[src/rtl/packet_mux.sv]
`default_nettype none
// ============================================================================
//  Module      : packet_mux
//  Description : Gathers entries from per-channel FIFOs into segments and
//                emits each one as a header beat followed by its data beats,
//                choosing between ready channels in round-robin order.
//  Revision    : 1.0  initial release
// ============================================================================
module packet_mux #(
    parameter int                   CHANNEL_COUNT        = 4,
    parameter int                   WORD_SIZE            = 32,
    parameter int                   SEGMENT_SIZE         = 3,
    parameter int                   INPUT_WORDS          = 2,
    parameter int                   OUTPUT_WORDS         = 1,
    parameter logic [WORD_SIZE-1:0] HEADER_TEMPLATE      = 32'h1000_0000,
    parameter int                   HEADER_COUNT_SHIFT   = 0,
    parameter int                   HEADER_CHANNEL_SHIFT = 8,
    parameter int                   HEADER_END_SHIFT     = 16
) (
    input  logic                                          clk,
    input  logic                                          rst,
    output logic [CHANNEL_COUNT-1:0]                      in_full,
    input  logic [CHANNEL_COUNT-1:0]                      in_shift,
    input  logic [CHANNEL_COUNT-1:0]                      in_end,
    input  logic [CHANNEL_COUNT*INPUT_WORDS*WORD_SIZE-1:0] in_data,
    input  logic                                          out_pop,
    output logic                                          out_nempty,
    output logic [OUTPUT_WORDS*WORD_SIZE-1:0]             out_data
);

    localparam int c_DEPTH  = 2 * SEGMENT_SIZE;
    localparam int c_BEATS  = INPUT_WORDS / OUTPUT_WORDS;
    localparam int c_ENT_W  = INPUT_WORDS * WORD_SIZE;
    localparam int c_BEAT_W = OUTPUT_WORDS * WORD_SIZE;
    localparam int c_PTR_W  = (c_DEPTH > 1) ? $clog2(c_DEPTH) : 1;
    localparam int c_CNT_W  = $clog2(c_DEPTH + 1);
    localparam int c_CH_W   = (CHANNEL_COUNT > 1) ? $clog2(CHANNEL_COUNT) : 1;
    localparam int c_N_W    = $clog2(SEGMENT_SIZE + 1);
    localparam int c_BT_W   = (c_BEATS > 1) ? $clog2(c_BEATS) : 1;

    typedef enum logic [1:0] {
        S_IDLE = 2'd0,
        S_HDR  = 2'd1,
        S_DATA = 2'd2
    } state_t;

    // FIFO storage: bit c_ENT_W is the end-of-packet flag
    logic [c_ENT_W:0]         r_mem     [CHANNEL_COUNT][c_DEPTH];
    logic [c_PTR_W-1:0]       r_wr_ptr  [CHANNEL_COUNT];
    logic [c_PTR_W-1:0]       r_rd_ptr  [CHANNEL_COUNT];
    logic [c_CNT_W-1:0]       r_cnt     [CHANNEL_COUNT];
    logic [c_CNT_W-1:0]       r_end_cnt [CHANNEL_COUNT];

    state_t                   r_state, w_state_nxt;
    logic [c_CH_W-1:0]        r_chan;
    logic [c_CH_W-1:0]        r_rr;
    logic [c_N_W-1:0]         r_n;
    logic [c_N_W-1:0]         r_ent;
    logic                     r_e;
    logic [c_BT_W-1:0]        r_beat;

    logic [CHANNEL_COUNT-1:0] w_full, w_wr, w_rd, w_ready;
    logic [c_CNT_W-1:0]       w_v_cnt   [CHANNEL_COUNT];
    logic [c_CNT_W-1:0]       w_v_end   [CHANNEL_COUNT];
    logic [c_PTR_W-1:0]       w_v_head  [CHANNEL_COUNT];
    logic [c_ENT_W:0]         w_head_ent;
    logic                     w_entry_pop, w_seg_done, w_arb_en, w_load;
    logic                     w_grant_valid;
    logic [c_CH_W-1:0]        w_grant;
    logic [c_N_W-1:0]         w_seg_n;
    logic                     w_seg_e;
    logic [WORD_SIZE-1:0]     w_hdr;

    function automatic logic [c_PTR_W-1:0] ptr_add(input logic [c_PTR_W-1:0] p, input int k);
        int s;
        s = int'(p) + k;
        if (s >= c_DEPTH) s = s - c_DEPTH;
        return c_PTR_W'(s);
    endfunction

    // Per-channel strobes and the head entry of the channel being emitted
    always_comb begin
        w_head_ent  = r_mem[r_chan][r_rd_ptr[r_chan]];
        w_entry_pop = (r_state == S_DATA) && out_pop && (r_beat == c_BT_W'(c_BEATS - 1));
        w_seg_done  = w_entry_pop && (r_ent == (r_n - c_N_W'(1)));
        for (int c = 0; c < CHANNEL_COUNT; c++) begin
            w_full[c] = (r_cnt[c] == c_CNT_W'(c_DEPTH));
            w_wr[c]   = in_shift[c] && !w_full[c];
            w_rd[c]   = w_entry_pop && (r_chan == c_CH_W'(c));
        end
    end

    // Arbitration view: the entry being popped this cycle is treated as gone so
    // the next segment can be chosen on the same edge with no idle bubble
    always_comb begin
        for (int c = 0; c < CHANNEL_COUNT; c++) begin
            w_v_cnt[c]  = r_cnt[c];
            w_v_end[c]  = r_end_cnt[c];
            w_v_head[c] = r_rd_ptr[c];
            if (w_rd[c]) begin
                w_v_cnt[c]  = r_cnt[c] - c_CNT_W'(1);
                w_v_end[c]  = r_end_cnt[c] - c_CNT_W'(w_head_ent[c_ENT_W]);
                w_v_head[c] = ptr_add(r_rd_ptr[c], 1);
            end
            w_ready[c] = (w_v_cnt[c] >= c_CNT_W'(SEGMENT_SIZE)) || (w_v_end[c] != '0);
        end
    end

    // Round-robin grant from r_rr, then segment length/end flag of the winner
    always_comb begin
        int  s;
        logic v_found;
        w_grant       = '0;
        w_grant_valid = 1'b0;
        for (int i = 0; i < CHANNEL_COUNT; i++) begin
            s = int'(r_rr) + i;
            if (s >= CHANNEL_COUNT) s = s - CHANNEL_COUNT;
            if (!w_grant_valid && w_ready[c_CH_W'(s)]) begin
                w_grant       = c_CH_W'(s);
                w_grant_valid = 1'b1;
            end
        end
        w_seg_n = c_N_W'(SEGMENT_SIZE);
        w_seg_e = 1'b0;
        v_found = 1'b0;
        for (int k = 0; k < SEGMENT_SIZE; k++) begin
            if (!v_found && r_mem[w_grant][ptr_add(w_v_head[w_grant], k)][c_ENT_W]) begin
                w_seg_n = c_N_W'(k + 1);
                w_seg_e = 1'b1;
                v_found = 1'b1;
            end
        end
    end

    // Next-state logic and output beat selection
    always_comb begin
        w_state_nxt = r_state;
        w_arb_en    = (r_state == S_IDLE) || w_seg_done;
        w_load      = w_arb_en && w_grant_valid;
        w_hdr       = HEADER_TEMPLATE
                    | (WORD_SIZE'(r_n)    << HEADER_COUNT_SHIFT)
                    | (WORD_SIZE'(r_chan) << HEADER_CHANNEL_SHIFT)
                    | (WORD_SIZE'(r_e)    << HEADER_END_SHIFT);
        out_nempty  = 1'b0;
        out_data    = '0;
        case (r_state)
            S_IDLE: begin
                if (w_grant_valid) w_state_nxt = S_HDR;
            end
            S_HDR: begin
                out_nempty               = 1'b1;
                out_data[WORD_SIZE-1:0]  = w_hdr;
                if (out_pop) w_state_nxt = S_DATA;
            end
            S_DATA: begin
                out_nempty = 1'b1;
                out_data   = w_head_ent[int'(r_beat)*c_BEAT_W +: c_BEAT_W];
                if (w_seg_done) w_state_nxt = w_grant_valid ? S_HDR : S_IDLE;
            end
            default: w_state_nxt = S_IDLE;
        endcase
        if (rst) begin
            out_nempty = 1'b0;
            out_data   = '0;
        end
        in_full = rst ? '0 : w_full;
    end

    // Channel FIFOs: write on accepted strobe, pop when an entry's last beat leaves
    always_ff @(posedge clk) begin
        for (int c = 0; c < CHANNEL_COUNT; c++) begin
            if (rst) begin
                r_wr_ptr[c]  <= '0;
                r_rd_ptr[c]  <= '0;
                r_cnt[c]     <= '0;
                r_end_cnt[c] <= '0;
            end else begin
                if (w_wr[c]) begin
                    r_mem[c][r_wr_ptr[c]] <= {in_end[c], in_data[c*c_ENT_W +: c_ENT_W]};
                    r_wr_ptr[c]           <= ptr_add(r_wr_ptr[c], 1);
                end
                if (w_rd[c]) r_rd_ptr[c] <= ptr_add(r_rd_ptr[c], 1);
                r_cnt[c]     <= r_cnt[c] + c_CNT_W'(w_wr[c]) - c_CNT_W'(w_rd[c]);
                r_end_cnt[c] <= r_end_cnt[c] + c_CNT_W'(w_wr[c] & in_end[c])
                              - c_CNT_W'(w_rd[c] & w_head_ent[c_ENT_W]);
            end
        end
    end

    // Emission state: latched segment descriptor, beat/entry counters, RR pointer
    always_ff @(posedge clk) begin
        if (rst) begin
            r_state <= S_IDLE;
            r_chan  <= '0;
            r_rr    <= '0;
            r_n     <= '0;
            r_e     <= 1'b0;
            r_ent   <= '0;
            r_beat  <= '0;
        end else begin
            r_state <= w_state_nxt;
            if (w_load) begin
                r_chan <= w_grant;
                r_n    <= w_seg_n;
                r_e    <= w_seg_e;
                r_rr   <= (w_grant == c_CH_W'(CHANNEL_COUNT - 1)) ? '0 : w_grant + c_CH_W'(1);
            end
            if (r_state == S_HDR && out_pop) begin
                r_beat <= '0;
                r_ent  <= '0;
            end else if (r_state == S_DATA && out_pop) begin
                if (w_entry_pop) begin
                    r_beat <= '0;
                    r_ent  <= r_ent + c_N_W'(1);
                end else begin
                    r_beat <= r_beat + c_BT_W'(1);
                end
            end
        end
    end

endmodule
`default_nettype wire

[config.mk]
export PLATFORM = sky130hd
export DESIGN_NAME = packet_mux
export DESIGN_NICKNAME = d
export VERILOG_FILES = /design/src/rtl/packet_mux.sv
export SDC_FILE = /design/constraint.sdc
export NUM_CORES = 2
export LEC_CHECK = 0
export CORE_MARGIN = 8
export CORE_UTILIZATION = 50
export CTS_CLUSTER_DIAMETER = 100
export DETAILED_ROUTE_END_ITERATION = 10
export PLACE_DENSITY = 0.79
export SETUP_SLACK_MARGIN = 0.15
export SLEW_MARGIN = 10
export SYNTH_ARGS = -nofsm -noshare
export SYNTH_HDL_FRONTEND = slang
export SYNTH_SLANG_ARGS = --single-unit
[constraint.sdc]
create_clock -name clk -period 25.2 [get_ports clk]
set_clock_uncertainty 0.05 [all_clocks]
set_input_delay 3.78 -clock clk [delete_from_list [all_inputs] [get_ports clk]]
set_output_delay 3.78 -clock clk [all_outputs]
set_load 0.1 [all_outputs]
==> summary.md <==
| Metric | Value |
|---|---|
| Worst Hold Class | `flip-flop to flip-flop` |
| Cell Chain, Critical Path | `buf_4, buf_4, buf_4, mux4_2, mux4_2, nand2_1, a21oi_1, a21oi_1, nor2_1, clkdlybuf4s50_1` |
| CTS Hold Bufs | `0` |
| Mapped Area | `64500 sq um` |
| RSZ-0062 raised after global routing | `false` |
| CP max stage cell | `clkdlybuf4s50_1` |
| Power Total | `6.98 mW` |
| Full die area | `between 100000 and 150000 sq um` |
| CTS tree | `built` |
| Arrival @ worst endpoint | `6.96 ns` |
| Gate Count Post-Synth | `a little under 3000` |
| Placed cell count | `4877` |
| Via count | `about 33000` |
| Setup TNS | `0 ns` |
| CTS Buf Count | `162` |
| First-pass GRT wire length | `around 250000 um` |
| Total buffers and inverters traversed by the critical path | `4` |
| Worst-margin pin slew | `1.26 ns` |
| Psw | `about 1.9 mW` |
| Post-Place Cell Area | `69800 sq um` |
| Clock power frac | `34.6%` |
| Detailed Place HPWL | `99000 um` |
| Sw frac | `26.7%` |
| Peak supply drop | `84.0 uV` |
| Number of distinct library cells after synthesis | `72` |
| Final GP Congestion | `0.791` |
| Final Max Tran Viols | `0` |
| Post-layout min period | `10.79 ns` |
| Final net count | `approximately 3700` |
| Power share of the sequential group | `around 44%` |
| Maximum fanout along the worst path | `51` |
| Crit path required time | `21.37 ns` |
| Antenna violations before repair | `48` |
| Post-synth EDFFs | `1584` |
| Clock insertion delay at the later pin of the skew report | `slightly above 0.8 ns` |
| Mapped Avg Cell Area | `~22 sq um` |
| I/O pins | `304` |
| Layout cells sized above 1 | `24.4%` |
| Leakage | `23.7 nW` |
| Power Internal | `5.12 mW` |
| Max Cap Viol | `0` |
| Combinational share of power | `a little over a fifth` |
| Status | `finished clean` |
| Register area share after synthesis | `about three quarters` |
| Fillers | `~9000` |
| Fin util | `approximately 60%` |
| Drt total wl | `173000 um` |
| Fin crit share | `between 40% and 50%` |
| Starting Density | `roughly half` |
| Prevailing post-synth register cell | `edfxtp_1` |
| Critical Path Source Type | `flip-flop` |
| Most frequent CP cell | `buf_4` |
| Crit path kind | `flip-flop to primary output` |
| Root buffer cell | `clkbuf_16` |
| Slowest stage delay, CP | `0.98 ns` |
| Buffers added on ports | `303` |
| Row Count | `132` |
| Pin count of the biggest net entering global routing | `between 100 and 150` |
| Synth Register Bits | `1622` |
| Setup WS post-layout | `14.41 ns` |
| Routed wire per std cell | `about 33 um` |
| CP top delay family | `buffers and inverters` |
| Routed Antenna Nets | `0` |
| Drt via density | `6.39` |
| DRC | `0` |
| Cell area power density | `92.9 nW/um^2` |
| TritonRoute pass-1 iters | `5` |
| Post-CTS Setup Bufs | `0` |
| Syn_nets | `3314` |
| Core ar. | `129000 sq um` |
| CP Capture Type | `primary output` |
| Area Growth Syn to Fin | `16.5%` |
| Total Routing Usage GR | `24.4%` |
| Synth warn | `0` |
| Non-filler cells, final | `approximately 5200` |
| CTS-repair resized insts | `0` |
| H-tree Lvls | `4` |
| Total global routing overflow | `0` |
| Setup Viol. Count Final | `0` |
| Clock Path Buffers | `3` |
| Max_slew headroom | `15.8%` |
| Placement Setup Slack | `roughly 15 ns` |
| Fmax | `92.7 MHz` |
| FFs w/ async S/R, synth | `0%` |
| DRT iter0 DRCs | `4280` |
| Clock Sinks | `1622` |
| Die Ht | `375 um` |
| Number of global-route vias before repair | `34225` |
| Fin Hold WS | `just over 0.5 ns` |
| Register clock-pin slew on the reported worst setup and hold paths | `0.07 ns` |
| Design Area, Final | `75200 sq um` |
| Chip width | `~380 um` |
| Final Hold Viols | `0` |
-- cells in the final DEF (no fill, tap or decap), types with 9 or more instances in the layout --
cell             Yosys  final
clkinv_1             1     39
nor3_1              19     12
edfxtp_1          1584   1584
clkdlybuf4s50_1      0    302
clkinv_2             0     22
nor3b_1             15     14
nor2_1             108     99
clkbuf_16            0    164
o21ai_0             28     28
buf_4                4     72
xnor2_1             22     22
nand2b_1            13     13
mux2_2              10     10
nand3_1             12     12
mux4_2             490    488
ha_1                58     58
bufinv_16            0     17
diode_2              0     32
nor2_4               0      9
xor2_1              19     19
a21oi_1             86     86
clkbuf_1           116     30
mux2i_1             36     36
inv_1               70     70
dfxtp_1             38     35
nor2b_1             17     16
nand2_1            105    104
-- power by group through the flow --
stage          Sequential [mW]  Combinational, mW  Clock [mW]
2_1_floorplan             3.12               1.07           0
3_3_place_gp              3.15               1.44           0
3_5_place_dp              3.16               1.46           0
4_1_cts                   3.10               1.47        2.44
5_1_grt                   3.10               1.56        2.53
6_report                  3.10               1.47        2.41
-- logic make-up (layout without fill, tap and decap cells) --
| group | count (synthesis) | after routing | share of synthesized area (%) |
|---|---|---|---|
| AO/OA/AOI/OAI | 156 | 156 | 1.42 |
| XOR/XNOR | 42 | 42 | 0.582 |
| adder cells (fa/ha/maj) | 66 | 66 | 1.37 |
| buffers and inverters | 227 | 745 | 1.37 |
| flip-flops | 1622 | 1622 | 74.9 |
| multiplexers | 539 | 539 | 17.9 |
| other | 0 | 32 | 0 |
| AND/OR/NAND/NOR | 329 | 329 | 2.43 |
-- Yosys cell counts (4+ instances only) --
cell type / count / area share (%)
xnor2_1: 22 / 0.30
a31oi_1: 5 / 0.048
edfxtp_1: 1584 / 74
buf_2: 5 / 0.039
nand2_1: 105 / 0.61
ha_1: 58 / 1.1
or2_2: 6 / 0.058
nand2b_1: 13 / 0.13
buf_4: 4 / 0.047
a211oi_1: 5 / 0.058
mux2i_1: 36 / 0.56
inv_1: 70 / 0.41
mux4_2: 490 / 17
nor2b_1: 17 / 0.16
dfxtp_1: 38 / 1.2
nand3_1: 12 / 0.093
clkbuf_1: 116 / 0.67
buf_1: 29 / 0.17
a21oi_1: 86 / 0.67
mux2_2: 10 / 0.17
o21ai_0: 28 / 0.22
xor2_1: 19 / 0.26
nor2_1: 108 / 0.63
and3_1: 8 / 0.078
nor4_1: 6 / 0.058
nor3_1: 19 / 0.15
a22oi_1: 5 / 0.058
nor3b_1: 15 / 0.17
fa_1: 8 / 0.25
-- metal layers --
metal | vias up | GRT usage [%] | wire [um]
met4 | 28 | 7.58 | 4600
met2 | 2171 | 39.1 | 84700
met3 | 330 | 7.20 | 19700
met1 | 17530 | 32.4 | 64000
li1 | 13197 | - | -
met5 | - | 0 | 192
-- worst paths after layout --
kind	start	endpoint	slack [ns]	depth (start not counted)
setup / recovery	flip-flop	out_data[24]	14.41	10
hold / removal	r_ent[1]	r_ent[1]	0.51	2
hold reg to reg	r_ent[1]	r_ent[1]	0.51	2
setup reg to reg	flip-flop	r_e	16.01	26
-- registers in the layout, summed over array words and instances (netlist names), named ones only --
register,flops
r_mem,1560
r_cnt,12
r_end_cnt,12
r_rd_ptr,12
r_wr_ptr,12
r_chan,2
r_ent,2
r_n,2
r_rr,2
r_state,2
r_beat,1
r_e,1
-- cell type report --
type	instances	area (sq um)	area share [%]
Antenna cell	32	80.1	0.107
Clock buffer	194	4220	5.61
Clock inverter	103	1100	1.46
Inverter	72	270	0.360
Multi-Input combinational cell	1132	15500	20.6
Sequential cell	1622	48300	64.3
Tap cell	1675	2100	2.79
Timing Repair Buffer	376	3590	4.77
-- tightest hold or removal path, cell delays in order (launching register included) --
cell,delay [ns]
dfxtp_1,0.36
xor2_1,0.07
nor2_1,0.09
Note: power is estimated with default switching activity, not from simulation.
